===== src/rtl/inv_state_machine.sv =====
`default_nettype none
// inv_state_machine: AES-128 InvCipher sequencer. Steps the state through ARK/ISR/ISB/IMC sub-blocks
// with a per-stage reset/enable/ready handshake and walks the round key index from 10 down to 0.
module inv_state_machine (
  input  logic         Clk,
  input  logic         Rst,
  input  logic         En,
  input  logic [127:0] CT,
  output logic [127:0] PT,
  output logic         Ry,
  output logic [127:0] Text,
  output logic         En_ARK,
  output logic         En_ISR,
  output logic         En_ISB,
  output logic         En_IMC,
  output logic         Rst_ARK,
  output logic         Rst_ISR,
  output logic         Rst_ISB,
  output logic         Rst_IMC,
  input  logic         Ry_ARK,
  input  logic         Ry_ISR,
  input  logic         Ry_ISB,
  input  logic         Ry_IMC,
  input  logic [127:0] Text_ARK,
  input  logic [127:0] Text_ISR,
  input  logic [127:0] Text_ISB,
  input  logic [127:0] Text_IMC,
  output logic [3:0]   KeySel
);

  typedef enum logic [3:0] {
    IDLE  = 4'd0,
    ARK_R = 4'd1,
    ARK_E = 4'd2,
    ISR_R = 4'd3,
    ISR_E = 4'd4,
    ISB_R = 4'd5,
    ISB_E = 4'd6,
    IMC_R = 4'd7,
    IMC_E = 4'd8,
    DONE  = 4'd9
  } state_t;

  state_t       state;
  logic [127:0] state_reg;
  logic [127:0] pt_reg;
  logic [3:0]   round;

  logic busy;
  assign busy = (state != IDLE) && (state != DONE);

  always_ff @(posedge Clk) begin
    if (Rst) begin
      state     <= IDLE;
      state_reg <= '0;
      pt_reg    <= '0;
      round     <= 4'd0;
    end else if (busy && !En) begin
      // abort: drop back to IDLE without touching the held plaintext
      state <= IDLE;
      round <= 4'd0;
    end else begin
      case (state)
        IDLE: begin
          if (En) begin
            state_reg <= CT;
            round     <= 4'd10;
            state     <= ARK_R;
          end
        end
        ARK_R: state <= ARK_E;
        ARK_E: begin
          if (Ry_ARK) begin
            state_reg <= Text_ARK;
            if (round == 4'd10) begin
              round <= 4'd9;
              state <= ISR_R;
            end else if (round == 4'd0) begin
              pt_reg <= Text_ARK;
              state  <= DONE;
            end else begin
              round <= round - 4'd1;
              state <= IMC_R;
            end
          end
        end
        ISR_R: state <= ISR_E;
        ISR_E: begin
          if (Ry_ISR) begin
            state_reg <= Text_ISR;
            state     <= ISB_R;
          end
        end
        ISB_R: state <= ISB_E;
        ISB_E: begin
          if (Ry_ISB) begin
            state_reg <= Text_ISB;
            state     <= ARK_R;
          end
        end
        IMC_R: state <= IMC_E;
        IMC_E: begin
          if (Ry_IMC) begin
            state_reg <= Text_IMC;
            state     <= ISR_R;
          end
        end
        DONE: begin
          if (!En) state <= IDLE;
        end
        default: state <= IDLE;
      endcase
    end
  end

  logic all_rst;
  assign all_rst = (state == IDLE) || (state == DONE);

  assign Rst_ARK = all_rst || (state == ARK_R);
  assign Rst_ISR = all_rst || (state == ISR_R);
  assign Rst_ISB = all_rst || (state == ISB_R);
  assign Rst_IMC = all_rst || (state == IMC_R);

  assign En_ARK = (state == ARK_E);
  assign En_ISR = (state == ISR_E);
  assign En_ISB = (state == ISB_E);
  assign En_IMC = (state == IMC_E);

  assign Ry     = (state == DONE);
  assign PT     = pt_reg;
  assign Text   = state_reg;
  assign KeySel = round;

endmodule
`default_nettype wire


===== config.mk =====
export PLATFORM = sky130hd
export DESIGN_NAME = inv_state_machine
export DESIGN_NICKNAME = d
export VERILOG_FILES = /design/src/rtl/inv_state_machine.sv
export SDC_FILE = /design/constraint.sdc
export NUM_CORES = 1
export LEC_CHECK = 0
export ABC_AREA = 1
export CAP_MARGIN = 10
export CORE_AREA = 3 3 359 361
export DETAILED_ROUTE_END_ITERATION = 8
export DIE_AREA = 0 0 362 364
export PLACE_DENSITY = 0.34
export SETUP_SLACK_MARGIN = 0.3
export SLEW_MARGIN = 40
export SYNTH_ARGS = -nofsm -noshare
export SYNTH_HDL_FRONTEND = slang
export SYNTH_SLANG_ARGS = --single-unit
export TNS_END_PERCENT = 10

===== constraint.sdc =====
create_clock -name Clk -period 1.9 [get_ports Clk]
set_clock_uncertainty 0.2 [all_clocks]
set_input_delay 0.475 -clock Clk [delete_from_list [all_inputs] [get_ports Clk]]
set_output_delay 0.475 -clock Clk [all_outputs]
set_load 0.005 [all_outputs]

==> results of run 1 <==
==> cell usage after synthesis <==
cell                       instances  share of area [%]
sky130_fd_sc_hd__nor3_1            3              0.093
sky130_fd_sc_hd__nand2_1        1063                 25
sky130_fd_sc_hd__o31ai_1           1              0.047
sky130_fd_sc_hd__inv_1           402                9.4
sky130_fd_sc_hd__buf_6             1              0.070
sky130_fd_sc_hd__ha_1              3               0.23
sky130_fd_sc_hd__a21oi_1           5               0.16
sky130_fd_sc_hd__inv_2             6               0.14
sky130_fd_sc_hd__dfxtp_1         264                 33
sky130_fd_sc_hd__o221ai_1          1              0.054
sky130_fd_sc_hd__nor2_4            1              0.070
sky130_fd_sc_hd__buf_4            18               0.84
sky130_fd_sc_hd__clkbuf_1         51                1.2
sky130_fd_sc_hd__nor2_1          788                 18
sky130_fd_sc_hd__o21ai_1          45                1.4
sky130_fd_sc_hd__buf_1            12               0.28
sky130_fd_sc_hd__nand3_1         140                4.4
sky130_fd_sc_hd__nor2_2            4               0.16
sky130_fd_sc_hd__o21ai_0          89                2.8
sky130_fd_sc_hd__buf_2            87                2.7
sky130_fd_sc_hd__nand4_1           2              0.078
==> power by group <==
group	total [W]	switching, W	leakage (nW)	internal (W)
combinational	0.0297	0.0156	12.3	0.0140
sequential	0.00785	0.000837	2.17	0.00702
clock	0.00767	0.00305	0.648	0.00462
==> critical path: cells and delay by family (launching register included) <==
family	cells	cell delay, ps
AND/OR/NAND/NOR	1	40
AO/OA/AOI/OAI	2	200
flip-flops	1	350
buffers and inverters	5	580
==> how the worst max path moves through the flow <==
stage / from / slack, ps / depth (start not counted) / end
6_report: state[2] / -520 / 8 / Rst_ISB
5_1_grt: state[2] / -630 / 8 / Rst_ISB
4_1_cts: state[2] / -590 / 9 / Rst_ISB
3_5_place_dp: state[0] / -630 / 12 / Text[95]
3_3_place_gp: state[0] / -690 / 11 / Text[24]
2_1_floorplan: state[1] / 120 / 6 / Rst_ISB
==> metrics by stage <==
| stage | cell area (um2) | setup TNS [ps] | cells |
|---|---|---|---|
| 5_1_grt | 32100 | -139040 | 5764 |
| 2_1_floorplan | 16300 | 0 | 2986 |
| 3_3_place_gp | 28900 | -133140 | 5627 |
| 3_5_place_dp | 28900 | -136030 | 5627 |
| 6_report | 32100 | -101220 | 5765 |
| 4_1_cts | 30900 | -166600 | 5731 |
==> layout make-up <==
type	count	area, um2	area share, %
repair buffers	1224	12600	39.3
multi-input cells	2145	9240	28.8
flip-flops and latches	264	5320	16.5
well taps	1650	2060	6.43
inverters	408	1570	4.88
clock buffers	57	1160	3.60
clock inverters	13	144	0.448
diodes	4	10.0	0.0312
==> cell families after synthesis <==
family | Yosys count | share of synthesized area, %
adders and majority gates | 3 | 0.233
DFF | 264 | 32.8
AOI/OAI and AO/OA | 141 | 4.42
and+or+nand+nor | 2001 | 47.9
buffers and inverters | 577 | 14.6
==> timing repair <==
item,CTS,global route
hold buffers,0,0
setup buffers,31,12
pin swaps,15,54
setup endpoints to repair,533,533
resized for setup,229,672
cloned,3,18
endpoints found under the hold margin,0,0
==> metal layers <==
metal / part of all wire, % / GRT usage, %
met1: 41 / 17.7
met2: 50 / 28.0
met3: 6.4 / 3.84
met4: 2.4 / 4.16
met5: 0 / 0
==> impl_summary.md, run 1 <==
Floorplanning
After floorplanning, the core was divided into between 100 and 150 placement rows. The overall die area is roughly 130000 um2. The die outline height is approximately 360 um. The initial utilization of the core area, before any placement, comes to between 10% and 20%. The die is between 300 and 400 um wide. The total area inside the core boundary comes to about 130000 um2. 916 I/O pins were placed.

Worst setup path
The minimum setup slack among reg-to-reg paths is -460 ps. The logic depth of the worst register-to-register path is 15. The critical path goes through buf_6 -> nor2_4 -> buf_6 -> a21oi_4 -> buf_6 -> o21ai_4 -> buf_6 -> buf_12. The capturing point of the worst reg2reg path is Text[101]. The data arrival at the endpoint of the critical path is ~1700 ps. The cell repeated most along the worst path is sky130_fd_sc_hd__buf_6.

Of all nets on the critical path, the largest fanout is 3. At the worst endpoint, the required time is around 1200 ps. The type of element capturing the critical path is an output port.

The largest individual stage delay along the critical path comes from the cell sky130_fd_sc_hd__dfxtp_2. On the worst path, the slowest cell contributes a delay of between 300 and 400 ps. The critical path is of the flop to output port type.

The beginning of the worst register-to-register path is state[3]. The sort of element at the start of the critical path is a flop.

Worst hold path
The type of the tightest min-delay check is flop to flop. The worst hold path terminates at Text[116]. In this run the most critical hold path is launched from Text[116]. The worst hold path passes through 2 cells.

Timing
The final number of max-transition violations is 0. The hold violation count in the final report was 0. The worst pin sits at a relative slew slack of between 70% and 80%. Setup violations remaining at the end of the flow were counted as 391. For the pin with the worst max-slew slack, the measured transition is a little over 400 ps. For the finished layout, the period the worst path requires is 2420 ps.

The period utilization is 127%. Setup repair after global routing could not meet its margin everywhere. Across all setup checks in the final design, the least slack found is -515 ps.

The worst hold margin is around 260 ps. The peak clock frequency supported by timing is approximately 0.41 GHz.

Route
The detail route stage leaves a number of antenna-violating nets equal to 0. The total iterations of the first detailed-routing run is 5. In the routed layout, each cell is associated on average with a via count of 3.66. The routed via count is 21100.

The DRC violation count after routing is 0. The detailed router's first-iteration violation count is approximately 950. The total detailed-routing wirelength is between 100000 and 150000 um. Dividing the detail-routed wire length by the instance count gives roughly 19 um.

Power
Summed over all cells, the static leakage comes to roughly 15 nW. The design draws around 0.045 W. VDD sags by at most 0.774 mV. The power density over the cells is about 1400 nW/um2.

Cells and area
The most common library cell in the layout ignoring fill and taps is sky130_fd_sc_hd__nand2_1. The fill cell instance count of the final layout is between 10000 and 15000. In the layout the commonest cells are sky130_fd_sc_hd__nand2_1 (971), sky130_fd_sc_hd__clkdlybuf4s50_1 (766), sky130_fd_sc_hd__nor2_1 (758). At the end of the flow the core is filled with cells to 25.6%.

Cells with a size suffix above 1 make up between 10% and 20% of the layout. The final net count is approximately 4700. The synthesis-to-finish area growth is 99.6%.

Place
The number of port buffers is between 900 and 1000. Timing analysis after detailed placement gives a worst setup slack of -635 ps. Once detailed placement completed, the half-perimeter wirelength came to ~86000 um. At the end of routability-driven placement, the weighted congestion stood at 0.843.

CTS
The CTS tree is built. Counting the buffers created by CTS gives 40. The clock sink total is between 200 and 300. The deepest level of the CTS H-tree is 2. In this run the clock root is driven by a sky130_fd_sc_hd__clkbuf_16. The clock passes through at most 3 buffers. The clock input transition at the sequential cells of the worst setup and hold paths is 50 ps.

The clock latency at the later pin of the worst-skew pair is ~570 ps.

Status
The run finished, with violations left. The checks that failed: setup timing.

Synth
The cell count after synthesis came out at between 2000 and 3000. The mean instance size in the synthesized netlist is approximately 5.4 um2. Yosys printed 0 warnings. The synthesized netlist contains 21 unique library cells. After synthesis the netlist holds a flip-flop and latch count of approximately 260. The mapped netlist covers around 16000 um2. The synthesized netlist net count is 3636. The sequential element share of the synthesized area is between 30 and 40%.

GRT
The wire length of the first global-routing pass is around 150000 um. The overflow left after global routing is 0. Entering global routing, the biggest net connects 45 pins.

Global routing consumed, over all layers together, between 10% and 20% of the routing resources. The number of antenna violations at the first check in global routing is 4. The number of global-route vias before repair is roughly 21000.

Run
Across the run, the number of max-cap violations was 0.
(Power assumes the default switching activity.)
==> inputs of run 2 (changes only) <==
--- a/config.mk
+++ b/config.mk
@@ -10,8 +10,9 @@
 export CORE_AREA = 3 3 359 361
 export DETAILED_ROUTE_END_ITERATION = 8
 export DIE_AREA = 0 0 362 364
-export PLACE_DENSITY = 0.34
+export PLACE_DENSITY = 0.39
 export SETUP_SLACK_MARGIN = 0.3
+export SKIP_CTS_REPAIR_TIMING = 1
 export SLEW_MARGIN = 40
 export SYNTH_ARGS = -nofsm -noshare
 export SYNTH_HDL_FRONTEND = slang
==> impl_summary.md, run 2 (synthesis results as in run 1) <==
Place
The post-DP HPWL is about 83000 um. The routability congestion estimate is just under 0.9. The number of port buffers is slightly above 900. The post-placement cell count is between 5000 and 6000.

GRT
The highest-utilization routing layer at the global route stage is met2. The wire length of the first global-routing pass is between 100000 and 150000 um. Entering global routing, the biggest net connects 65 pins.

In the global route stage, met2 resource usage came out at ~25%. For this run, the total global-route usage over all layers was measured as between 10% and 20%. For this run the aggregate overflow at the end of global routing stands at 0. The number of global-route vias before repair is approximately 20000.

The global routing met3 resource utilization is 4.04%. The number of antenna violations at the first check in global routing is 5. Global routing consumed, on the met1 layer, 16.8% of the routing resources.

Cells and area
The final net count is around 4700. The post-route netlist has between 10% and 20% of its cells at a drive strength greater than 1. After filler insertion, the fill cell instance count of the layout stands at about 14000. The most common library cell in the layout ignoring fill and taps is sky130_fd_sc_hd__nand2_1. Compared with the post-synthesis result, the final layout area differs by 95.9%. In the layout the commonest cells are sky130_fd_sc_hd__nand2_1 (1046), sky130_fd_sc_hd__clkdlybuf4s50_1 (851), sky130_fd_sc_hd__nor2_1 (776). The finished layout holds approximately 5800 standard cells, fillers aside. The core utilization of the finished layout is between 20% and 30%.

Timing
The period utilization is 129%. The final number of max-transition violations came to 0. The hold violation count in the final report is 0. The routed design could run at a clock period as short as approximately 2400 ps. Setup repair after global routing could not meet its margin everywhere. In this run the tightest slew margin relative to its limit is roughly 70%. The final worst slack is -542 ps.

The total setup violations reported at the end of the flow is approximately 480. For this run, the top clock speed supported by timing is about 0.4 GHz. For the pin with the worst max-slew slack, the measured transition is 433 ps.

Power
The cell internal power dissipation is approximately 0.026 W. The net switching share of the total power is 41.5%. The clock network fraction of design power is 18.9%. In this run the power density over the cells is approximately 1400 nW/um2. IR analysis of the VDD net gives a maximum drop of roughly 0.62 mV. The leakage component of the power is about 15 nW. The share of power burned in registers is ~18%. The total chip power is between 0.04 and 0.05 W. The switching power is 0.0183 W. In this run, the combinational gates consume 63.6% of the power.

CTS
The deepest level of the CTS H-tree is 2. After clock tree synthesis, the clock-pin slew on the worst setup and hold paths is about 60 ps. The tree is rooted in a sky130_fd_sc_hd__clkbuf_16.

Counting along the longest clock path gives a buffer depth of 3. TritonCTS built the clock tree. The clock sink total is 264. The total CTS buffers is 40.

The later pin in the worst-skew pair is clocked with a latency of about 590 ps.

Worst setup path
The required time at the worst-slack endpoint is between 2000 and 2500 ps. STA classifies the critical path startpoint as a flop. Data on the critical path arrives at its endpoint at 2760 ps. The biggest fanout along the worst timing path is 7. The worst setup path is captured at a flop. The worst setup path is of the flop to flop kind.

Status
The checks that failed: setup timing. The run finished, with violations left.

Route
Detailed routing inserted a total of 21000 vias. The routed design has around 110000 um of wire. The DRC violation count after routing is 0.

Dividing the detail-routed via count by the number of cells gives between 3 and 4. Once detail routing completed, the nets flagged for antenna violations numbered 0. The detailed router's first-iteration violation count is 1048. For this run, the detailed router's first-pass iteration total came to 5.

After detailed routing, the average wire length per cell comes to around 18 um.

Floorplanning
The core region is between 100000 and 150000 um2. The floorplan step defined a die boundary enclosing 132000 um2. The initial utilization of the core area, before any placement, comes to 12.8%. The die is approximately 360 um tall. The number of placed I/O pins is 916. Row generation in the floorplan step produced between 100 and 150 rows. The floorplan die width is around 360 um.

Run
The tool flagged a number of max-cap violations equal to 0.

Worst hold path
The min-delay analysis places its worst path in the category flop to flop.
==> run 2: cell count changes in the layout (fill, tap and decap cells not counted), sizes merged <==
cell	delta
clkdlybuf4s15	-1
inv	+2
clkinv	-3
buf	-111
dlymetal6s2s	+8
bufinv	+4
clkbuf	-1
diode	-2
clkinvlp	+4
clkdlybuf4s50	+85
==> run 2: critical path: stages (launching register included) <==
cell and delay (ps):
sky130_fd_sc_hd__dfxtp_4 360, sky130_fd_sc_hd__buf_4 140, sky130_fd_sc_hd__nor2_4 170, sky130_fd_sc_hd__buf_4 130, sky130_fd_sc_hd__buf_4 130, sky130_fd_sc_hd__nand2_2 70
sky130_fd_sc_hd__nand4_1 140, sky130_fd_sc_hd__nand2_2 80, sky130_fd_sc_hd__nor2_4 210, sky130_fd_sc_hd__buf_12 180, sky130_fd_sc_hd__buf_16 160, sky130_fd_sc_hd__buf_4 140
sky130_fd_sc_hd__buf_6 100, sky130_fd_sc_hd__nor2_1 40, sky130_fd_sc_hd__nor2_1 90
==> run 2: final timing paths <==
check               to  slack, ps  cells past startpoint  startpoint
max           Text[97]       -540                     14    state[3]
min          Text[127]        270                      2   Text[127]
max reg2reg   Text[97]       -540                     14    state[3]
min reg2reg  Text[127]        270                      2   Text[127]
==> run 2: area by class of cell <==
class	instances	area, um2	area share, %
clock inverters	20	319	1.01
diodes	2	5.00	0.0159
well taps	1650	2060	6.55
multi-input cells	2145	8660	27.5
inverters	408	1550	4.92
repair buffers	1207	12500	39.6
flip-flops and latches	264	5300	16.8
clock buffers	54	1150	3.66
==> run 2: metal layers <==
metal	up-vias	wire (um)
li1	11000	-
met1	9355	44300
met5	-	41
met4	6	2610
met3	104	7250
met2	574	50800
==> run 2: power groups by stage <==
| stage | clock (W) | sequential (W) | combinational [W] |
|---|---|---|---|
| 2_1_floorplan | 0 | 0.00788 | 0.0106 |
| 3_3_place_gp | 0 | 0.00782 | 0.0232 |
| 3_5_place_dp | 0 | 0.00783 | 0.0232 |
| 4_1_cts | 0.00877 | 0.00773 | 0.0233 |
| 5_1_grt | 0.00893 | 0.00792 | 0.0310 |
| 6_report | 0.00836 | 0.00774 | 0.0281 |
==> run 2: stage by stage <==
stage | cell area [um2] | hold WS [ps] | worst slack (ps) | setup TNS, ps
finish | 31500 | 273 | -542 | -135760
global route | 31500 | 300 | -654 | -182390
CTS | 30400 | 247 | -1260 | -197450
detailed placement | 28900 | 269 | -600 | -122160
global placement | 28900 | 261 | -603 | -120990
floorplan | 16300 | 279 | 123 | 0
==> inputs of run 3 (changes only) <==
--- a/config.mk
+++ b/config.mk
@@ -13,7 +13,6 @@
 export PLACE_DENSITY = 0.39
 export SETUP_SLACK_MARGIN = 0.3
 export SKIP_CTS_REPAIR_TIMING = 1
-export SLEW_MARGIN = 40
 export SYNTH_ARGS = -nofsm -noshare
 export SYNTH_HDL_FRONTEND = slang
 export SYNTH_SLANG_ARGS = --single-unit
==> results of run 3 <==
The final DEF is identical to that of run 2; final timing and power are the same.
